**config.mk**
```make
export PLATFORM = sky130hd
export DESIGN_NAME = clk_div
export DESIGN_NICKNAME = d
export VERILOG_FILES = /design/src/rtl/clk_div.sv
export SDC_FILE = /design/constraint.sdc
export NUM_CORES = 1
export LEC_CHECK = 0
export ABC_AREA = 1
export CAP_MARGIN = 10
export CORE_MARGIN = 3
export CORE_UTILIZATION = 25
export DETAILED_ROUTE_END_ITERATION = 6
export DONT_BUFFER_PORTS = 1
export PLACE_DENSITY_LB_ADDON = 0.1
export SYNTH_ARGS = -nofsm -noshare
export SYNTH_HDL_FRONTEND = slang
export SYNTH_SLANG_ARGS = --single-unit
```
**constraint.sdc**
```tcl
create_clock -name I_ref_clk -period 3.1 [get_ports I_ref_clk]
set_input_delay 0 -clock I_ref_clk [delete_from_list [all_inputs] [get_ports I_ref_clk]]
set_output_delay 0 -clock I_ref_clk [all_outputs]
set_load 0.03 [all_outputs]
```
**src/rtl/clk_div.sv**
```systemverilog
// rtl/clk_div.sv - integer clock divider with bypass; optional O_div_tick under CLK_DIV_TICK_EN
module clk_div #(
  parameter int WIDTH = 8
) (
  input  logic             I_ref_clk,
  input  logic             I_rst,
  input  logic             I_clk_en,
  input  logic [WIDTH-1:0] I_div_ratio,
`ifdef CLK_DIV_TICK_EN
  output logic             O_div_tick,
`endif
  output logic             O_div_clk
);

  logic [WIDTH-1:0] cnt;
  logic [WIDTH-1:0] half_hi;
  logic [WIDTH-1:0] half_lo;
  logic [WIDTH-1:0] phase_last;
  logic             div_q;
  logic             active;
  logic             phase_done;

  // Ratios 0 and 1 cannot be divided, so they fall back to pass-through.
  assign active     = I_clk_en && (I_div_ratio >= WIDTH'(2));
  assign half_hi    = I_div_ratio >> 1;
  assign half_lo    = I_div_ratio - half_hi;
  // Only meaningful while active (ratio >= 2 keeps both halves >= 1).
  assign phase_last = (div_q ? half_hi : half_lo) - WIDTH'(1);
  // >= rather than == so a ratio lowered mid-phase ends the phase at once.
  assign phase_done = cnt >= phase_last;

  // Phase counter and divided-clock register; cleared whenever not dividing.
  always_ff @(posedge I_ref_clk) begin
    if (I_rst || !active) begin
      cnt   <= '0;
      div_q <= 1'b0;
    end else if (phase_done) begin
      cnt   <= '0;
      div_q <= ~div_q;
    end else begin
      cnt   <= cnt + WIDTH'(1);
    end
  end

  // Output mux: divided clock when active, raw reference otherwise.
  always_comb begin
    O_div_clk = I_ref_clk;
    if (active) begin
      O_div_clk = div_q;
    end
  end

`ifdef CLK_DIV_TICK_EN
  logic tick_q;

  // One-cycle pulse registered on the edge where div_q rises.
  always_ff @(posedge I_ref_clk) begin
    if (I_rst) begin
      tick_q <= 1'b0;
    end else begin
      tick_q <= active && phase_done && !div_q;
    end
  end

  // Gate with active so bypass forces the tick low without waiting an edge.
  always_comb begin
    O_div_tick = tick_q && active;
  end
`endif

endmodule

```
==> results.cfg <==
[run_status]
outcome = finished clean

[synth]
synth_compound_area_share_pct = 8.16
yosysTopAreaCellShare_pct = 23.6
ys_warn_count = 0
synth-seq-cells = 9
syn_inst = 190
synthesis.area_um2 = 1270
yosysUniqueCellTypes = 24
synthXorXnorAreaFrac_pct = 5.51
synth_top_family_by_area = simple AND/OR/NAND/NOR gates
synthMuxAreaShare_pct = 0
yosys.area_share.simple_pct = 36.7
synth_edf_count = 0
synth-adder-area-share_pct = 25.2
synth_top_area_cell = ha_1
synth_common_cells = 43 x nand2_1, 31 x inv_1, 24 x ha_1, 17 x nand3_1
ys_seq_area_share_pct = 14.2
synth-main-ff-cell = dfxtp_1
ys_async_sr_fraction_pct = 0
syn-num-nets = 226
postSynthAreaPerCell_um2 = 6.70
synth_most_common_cell = nand2_1
synth.area.top_cells = ha_1 24%, dfxtp_1 14%, nand2_1 13%, inv_1 9.1%, nand3_1 6.7%

[worst_setup_path]
cp_slowest_cell = dfxtp_1
start_kind = register
r2r_slack_ns = 0.41
critical_path_class = reg -> reg
cp_max_fo = 9
required_ns = 3.35
crit_chain = inv_2 > o21ai_2 > ha_1 > inv_1 > nor2_2 > nand3_1 > nor2_1 > nand2_1 > nand2_1 > nand2_1 > ha_1 > inv_1 > nor3_1 > nor3b_1 > nand3_2 > nor3b_1
cpMostUsedCell = nand2_1
arrival_ns = 2.94
cp-end-kind = register
cpPeakStageDelay_ns = 0.34

[route]
vias = 1196
vias_per_cell = 4.48
drtAntennaViolNets = 0
initialDrtViolationCount = 34
drc = 0
post_drt_wl_per_cell_um = 10.6
routed_wl_um = 2840
drt_first_pass_iters = 4

[sta]
slew_headroom_pct = 38.0
slew_violations = 0
worst_pin_slew_ns = 0.921
clock.fmax_ghz = 0.372
tns_ns = 0
rsz0062_at_grt = no
period_minus_slack_ns = 2.69
skew_ns = 0.00314
min_period_over_period_pct = 86.7
setup_violations = 0
hold_viol = 0

[cts]
cts_tree = done
clk_pin_slew_ns = 0.04
clk_latency_ns = 0.34

[layout]
syn_to_final_growth_pct = 15.7
design_area_um2 = 1470
instances_no_fill = 267
n_fill_cell = 544
final_nets = 237
multiInputGateArea_um2 = 966
drive_above_1_share_pct = 11.5
diodes = 0
regArea_um2 = 180

[grt]
met2_usage_pct = 15.7
grt_pass1_vias = 1154
grt_pass1_wl_um = 4940
antenna_found_initial = 0
grtUsageMet3_pct = 5.22
use_met1_pct = 13.2
grt.overflow.total = 0
grt_usage_pct = 10.5
grt_max_degree = 10
busiest_layer = met2

[place]
io_buffers = 0
place.gp.congestion = 0.765
dpl.hpwl_um = 2410
dpl.cell_count = 258
placed_cell_area_um2 = 1360

[floorplan]
rows = 25
ios = 12
core-area_um2 = 4820
die_y_um = 77.3
fp.dieArea_um2 = 5980
dieWidth_um = 77.3
start_util_pct = 26.4

[power]
vdd_ir_drop_max_v = 0.000158
leakagePower_nw = 0.739
p_per_area_nw_per_um2 = 368

[run]
max_cap_violations = 0

[hold_path]
hold_class = in -> reg
-- per-stage QoR --
stage	hold WS, ns	total power [mW]	utilization [%]	setup slack [ns]
after floorplan	0.218	0.280	-	0.435
after global placement	0.275	0.309	28.2	0.0734
after detailed placement	0.273	0.312	28.2	0.0758
after CTS	0.319	0.555	30.5	0.319
after global routing	0.392	0.594	30.6	0.0534
final	0.355	0.543	30.6	0.411
-- worst max-delay path, delay by kind of cell, from the launching register on --
family	cells	cell delay, ns
AOI/OAI and AO/OA	1	0.19
adders and majority gates	2	0.47
buffers and inverters	3	0.20
DFF	1	0.34
and+or+nand+nor	10	1.38
-- final timing paths --
path / from / endpoint / cells past startpoint
hold / removal: I_div_ratio[7] / div_q / 10
hold reg to reg: cnt[0] / cnt[0] / 1
setup / recovery: div_q / cnt[1] / 16
setup reg to reg: div_q / cnt[1] / 16
-- sequential cells by signal, summed over array words and instances, names as in the netlist --
signal	cells
cnt	8
div_q	1
-- cells in the final DEF (no fill, tap or decap) --
master | Yosys | layout
buf_4 | 0 | 2
nor2_4 | 1 | 1
o21ai_2 | 3 | 3
nor2_1 | 9 | 9
inv_1 | 31 | 31
xnor2_1 | 3 | 3
dlygate4sd3_1 | 0 | 2
nand2_2 | 3 | 3
clkbuf_8 | 0 | 6
ha_1 | 24 | 24
nand3_2 | 3 | 4
nor2_2 | 2 | 2
dfxtp_1 | 9 | 9
or2_1 | 1 | 1
nand4_1 | 5 | 5
fa_1 | 1 | 1
xor2_1 | 5 | 5
nand3_1 | 17 | 16
a21boi_0 | 1 | 1
and2_1 | 1 | 1
clkinv_2 | 0 | 1
o21ai_0 | 5 | 5
nor3b_1 | 4 | 4
a21oi_1 | 9 | 9
inv_2 | 1 | 1
nor3_1 | 8 | 8
nand2_1 | 43 | 43
-- cell families after synthesis --
logic type,count (synthesis)
AND/OR/NAND/NOR,97
flip-flops,9
AO/OA/AOI/OAI,18
buffers and inverters,33
XOR/XNOR,8
adder cells (fa/ha/maj),25
-- metal layers --
metal	routed length [um]	part of all wire, %
met4	0	0
met1	1400	49
met2	1280	45
met3	166	5.8
met5	0	0
-- what timing repair did --
item                                    4_1_cts  5_1_grt
hold endpoints to repair                      9        0
endpoints found under the setup margin        0        3
gates resized for setup                       0        1
setup buffers                                 0        0
hold buffers                                  2        0
-- where the power goes --
part           internal (mW)  switching (mW)
clock                  0.173          0.0850
combinational         0.0634           0.102
sequential             0.117         0.00130
total                  0.354           0.189
-- layout make-up --
| type | count | share of cell area, % |
|---|---|---|
| flip-flops and latches | 9 | 12.2 |
| well taps | 67 | 5.69 |
| clock inverters | 1 | 0.340 |
| repair buffers | 4 | 2.38 |
| clock buffers | 6 | 5.61 |
| inverters | 32 | 8.16 |
| multi-input cells | 148 | 65.6 |
Note: power is estimated with default switching activity, not from simulation.
